===== config.mk =====
export PLATFORM = sky130hd
export DESIGN_NAME = dcache_wb_buffer
export DESIGN_NICKNAME = d
export VERILOG_FILES = /design/src/rtl/dcache_pkg.sv /design/src/rtl/dcache_wb_buffer.sv
export SDC_FILE = /design/constraint.sdc
export NUM_CORES = 1
export LEC_CHECK = 0
export ABC_AREA = 1
export BUFFER_PORTS_ARGS = -buffer_cell sky130_fd_sc_hd__buf_4
export CORE_AREA = 2 2 264 266
export CTS_BUF_LIST = sky130_fd_sc_hd__clkbuf_8
export CTS_CLUSTER_DIAMETER = 80
export DETAILED_ROUTE_END_ITERATION = 10
export DIE_AREA = 0 0 266 268
export SLEW_MARGIN = 20
export SYNTH_ARGS = -nofsm -noshare
export SYNTH_HDL_FRONTEND = slang
export SYNTH_SLANG_ARGS = --single-unit
export TNS_END_PERCENT = 5

===== constraint.sdc =====
create_clock -name clk -period 15.84 [get_ports clk]
set_input_delay 0.792 -clock clk [delete_from_list [all_inputs] [get_ports clk]]
set_output_delay 0.792 -clock clk [all_outputs]
set_load 0.03 [all_outputs]

===== src/rtl/dcache_pkg.sv =====
// Shared configuration and state encoding for the data-cache write-back path.
package dcache_pkg;

    localparam int LINE_WIDTH  = 256;
    localparam int BEAT_WIDTH  = 64;
    localparam int BURST_BEATS = LINE_WIDTH / BEAT_WIDTH;

    typedef enum logic [1:0] {
        IDLE  = 2'd0,
        BURST = 2'd1,
        DONE  = 2'd2
    } wb_state_t;

endpackage


===== src/rtl/dcache_wb_buffer.sv =====
// Single-entry dirty-line write-back buffer: captures one evicted line and bursts it to memory.
// Define DCACHE_WB_FWD_EN to compile refill-path lookup forwarding of the held line.
module dcache_wb_buffer
    import dcache_pkg::*;
#(
    parameter int LINE_WIDTH  = dcache_pkg::LINE_WIDTH,
    parameter int BEAT_WIDTH  = dcache_pkg::BEAT_WIDTH,
    parameter int BURST_BEATS = dcache_pkg::BURST_BEATS
) (
    input  logic                  clk,
    input  logic                  rst,
    input  logic                  evict_valid,
    output logic                  evict_ready,
    input  logic [31:0]           evict_addr,
    input  logic [LINE_WIDTH-1:0] evict_data,
    output logic [31:0]           bmem_addr,
    output logic                  bmem_write,
    output logic [BEAT_WIDTH-1:0] bmem_wdata,
    input  logic                  bmem_ready,
    output logic                  wb_done,
    input  logic [31:0]           lookup_addr,
    output logic                  lookup_hit,
    output logic [LINE_WIDTH-1:0] lookup_data
);

    localparam int CNT_W = (BURST_BEATS > 1) ? $clog2(BURST_BEATS) : 1;
    localparam logic [CNT_W-1:0] LAST_BEAT = CNT_W'(BURST_BEATS - 1);

    wb_state_t             state;
    logic [CNT_W-1:0]      beat;
    logic [LINE_WIDTH-1:0] held_line;
    logic [26:0]           held_tag;

    // Line payload is never reset; it is only observable while state != IDLE.
    always_ff @(posedge clk) begin
        if (rst) begin
            state <= IDLE;
            beat  <= '0;
        end else begin
            case (state)
                IDLE: begin
                    if (evict_valid) begin
                        held_line <= evict_data;
                        held_tag  <= evict_addr[31:5];
                        beat      <= '0;
                        state     <= BURST;
                    end
                end
                BURST: begin
                    if (bmem_ready) begin
                        if (beat == LAST_BEAT) begin
                            state <= DONE;
                        end else begin
                            beat <= beat + 1'b1;
                        end
                    end
                end
                DONE:    state <= IDLE;
                default: state <= IDLE;
            endcase
        end
    end

    assign evict_ready = (state == IDLE);
    assign bmem_write  = (state == BURST);
    assign wb_done     = (state == DONE);
    assign bmem_addr   = bmem_write ? {held_tag, 5'b0} : 32'd0;
    assign bmem_wdata  = bmem_write ? held_line[int'(beat)*BEAT_WIDTH +: BEAT_WIDTH] : '0;

`ifdef DCACHE_WB_FWD_EN
    // The line is only forwardable once it has left IDLE, so a same-cycle capture never hits.
    logic line_held;
    assign line_held   = (state != IDLE);
    assign lookup_hit  = line_held && (lookup_addr[31:5] == held_tag);
    assign lookup_data = lookup_hit ? held_line : '0;

    logic unused_bits;
    assign unused_bits = &{1'b0, evict_addr[4:0], lookup_addr[4:0]};
`else
    assign lookup_hit  = 1'b0;
    assign lookup_data = '0;

    logic unused_bits;
    assign unused_bits = &{1'b0, evict_addr[4:0], lookup_addr};
`endif

endmodule


==> flow_metrics.env <==
export IMPL_post_route_cell_area_sq_um=16800
export IMPL_worst_ep_required_time_ns=15.05
export IMPL_timing_fmax_ghz=0.211
export IMPL_antenna_found_initial=5
export IMPL_holdCritPathClass="in -> reg"
export IMPL_timing_worst_setup_path_type="reg -> out"
export IMPL_numClockSinks=287
export IMPL_clk_latency_ns=0.62
export IMPL_power_share_sequential_pct=46.7
export IMPL_via_count_of_the_first_global_routing_pass=8358
export IMPL_synth_compound_area_share_pct=7.45
export IMPL_grt_use_met2_pct=16.7
export IMPL_synth_area_per_cell_sq_um=11.6
export IMPL_yosys_top_cells_area="edfxtp_1 65%, buf_4 15%, nor2_1 8.3%"
export IMPL_cts_repair_resize_count=0
export IMPL_yosys_area_share_simple_pct=8.71
export IMPL_yosys_mux_area_fraction_pct=0
export IMPL_power_density_nw_per_um2=116
export IMPL_grt_setup_unrepaired="no"
export IMPL_final_setup_margin_ns=11.11
export IMPL_reg2reg_slack_ns=12.37
export IMPL_synth_main_ff_cell="edfxtp_1"
export IMPL_worst_path_arrival_ns=3.94
export IMPL_via_count=8630
export IMPL_r2r_cells=5
export IMPL_grt_overflow_total=0
export IMPL_max_slew_worst_pin_slew_ns=1.17
export IMPL_path_clk_slew_ns=0.06
export IMPL_synth_top_family_by_area="buffers and inverters"
export IMPL_post_cts_repair_setup_buffers=0
export IMPL_ys_seq_elements=287
export IMPL_gr_usage_all_layers_pct=9.57
export IMPL_numCtsBuffers=50
export IMPL_die_height_microns=268
export IMPL_totalWireLength_microns=36200
export IMPL_globalRoute_busiestLayer="met2"
export IMPL_report_final_slew_viol_count=0
export IMPL_io_buffers=380
export IMPL_grt_met3_usage_pct=3.54
export IMPL_place_gp_congestion=0.772
export IMPL_relSlewSlack_pct=21.1
export IMPL_critical_path_endpoint_type="output pin"
export IMPL_ctsHoldBuffers=0
export IMPL_globalRouteMet1Util_pct=10.5
export IMPL_grt_pass1_wl_microns=50500
export IMPL_outcome="finished clean"
export IMPL_yosys_area_top_type="edfxtp_1"
export IMPL_netlist_area_sq_um=13100
export IMPL_boundaryPins=680
export IMPL_first_iter_violations=371
export IMPL_timing_critical_path_from_type="flop"
export IMPL_relative_contribution_of_the_clock_network_to_total_power_pct=31.3
export IMPL_timing_hold_worst_path_depth=1
export IMPL_drv_cap=0
export IMPL_clock_root_buffer="clkbuf_8"
export IMPL_final_min_clock_period_ns=4.73
export IMPL_timing_final_setup_violations=0
export IMPL_synth_sequential_area_ratio_pct=65.3
export IMPL_die_width_microns=266
export IMPL_clock_skew_final_ns=0.0383
export IMPL_tritoncts="done"
export IMPL_p_comb_share_pct=22.0
export IMPL_final_layout_size_suffix_gt1_share_pct=28.8
export IMPL_post_synth_top_area_fraction_pct=64.7
export IMPL_clock_path_buffers=3
export IMPL_synthesis_yosys_warnings=0
export IMPL_vdd_ir_max_mv=0.0658
export IMPL_layout_worst_path_cycle_share_pct=29.9
export IMPL_htreeDepth=2
export IMPL_worstPathMaxFanout=77
export IMPL_synth_xor_xnor_area_share_pct=0
export IMPL_synth_edf_count=283
export IMPL_postSynthCellCount=1137
export IMPL_asyncSetResetFlopFracSynth_pct=0
export IMPL_ys_types=19
export IMPL_netSwitchingFraction_pct=32.8
export IMPL_detailed_place_hpwl_microns=25300
export IMPL_floorplan_initialDensity_pct=19.3
export IMPL_fraction_of_the_mapped_netlist_area_in_adder_cells_pct=0.0952
export IMPL_drt_wirelength_per_cell_microns=14.8
export IMPL_vias_per_cell=3.53
export IMPL_floorplan_core_area_sq_um=68200
export IMPL_p_int_mw=1.30
export IMPL_power_mw=1.94
export IMPL_drt_pass1_iterations=4
export IMPL_power_static_leakage_nw=6.99
export IMPL_p_sw_mw=0.638
export IMPL_finalHoldViolCount=0
export IMPL_preCtsSetupSlack_ns=11.62
export IMPL_row_count=96
export IMPL_die_area_sq_um=71300
export IMPL_grt_max_degree=81
export IMPL_tns_ns=0
export IMPL_drc_errors=0
export IMPL_drt_antenna_violating_nets=0
export IMPL_nNetsFinal=1850
export IMPL_layout_area_overhead_vs_synth_pct=27.6
export IMPL_placed_area_sq_um=15900
## final cells by class
cell class	instances	area (sq um)
timing repair buffer	389	2920
clock buffer	50	688
fill	7262	51500
tap	882	1100
antenna	4	10.0
multi-input combinational	761	3130
clock inverter	38	191
sequential	287	8590
inverter	36	139
## power groups by stage
stage	clock network, mW	logic, mW	registers (mW)
2_1_floorplan	0	0.335	0.927
3_3_place_gp	0	0.429	0.921
3_5_place_dp	0	0.433	0.923
4_1_cts	0.639	0.435	0.907
5_1_grt	0.668	0.467	0.911
6_report	0.608	0.428	0.906
## cells in the mapped netlist, types with 3 or more instances
cell,number
a21oi_1,66
buf_2,20
buf_6,12
clkbuf_1,14
o21ai_1,3
nand3_1,4
buf_1,3
o21ai_0,125
inv_1,35
buf_4,265
nor2_1,291
dfxtp_1,4
edfxtp_1,283
nand2_1,7
## final timing paths
path                                       from             end
worst min register to register         state[1]         beat[0]
worst max register to register         state[0]  held_line[144]
worst min-delay path            evict_data[168]  held_line[168]
worst max-delay path                    beat[0]  bmem_wdata[24]
## logic make-up (layout without fill, tap and decap cells)
family,after synthesis,in the layout
AND/OR/NAND/NOR,303,303
AO/OA/AOI/OAI,195,195
other,1,266
flip-flops,287,287
adder cells (fa/ha/maj),1,1
buffers and inverters,350,513
## registers in the layout (all words and copies together) (netlist names)
| register | count |
|---|---|
| beat | 2 |
| state | 2 |
| held_line | 256 |
| held_tag | 27 |
## critical path, stage by stage, from the launching register on
cell and delay (ns):
dfxtp_4 0.94, inv_4 0.51, buf_4 0.43, o21ai_0 0.99, a21oi_1 0.16, buf_4 0.23
## stage by stage
stage,util [%],hold slack [ns],instances
5_1_grt,24.6,0.257,2443
3_5_place_dp,23.3,0.639,2355
3_3_place_gp,23.3,0.628,2355
2_1_floorplan,-,0.584,1398
6_report,24.6,0.325,2447
4_1_cts,24.6,0.239,2443
## routing by layer
layer | share of wire [%] | wire [microns] | up-vias
met3 | 9.6 | 3470 | 64
met4 | 2.8 | 1020 | 0
met2 | 50 | 18100 | 469
li1 | - | - | 4111
met1 | 38 | 13600 | 3986
met5 | 0 | 0 | -
## cell usage in the layout (no fill, tap or decap), drive strengths merged
master,count
buf,389
nor2,291
edfxtp,283
conb,262
o21ai,128
a21oi,66
inv,60
clkbuf,50
clkinv,14
nand2,7
diode,4
nand3,4
dfxtp,4
o21a,1
nand4,1
ha,1
Note: power is estimated with default switching activity, not from simulation.
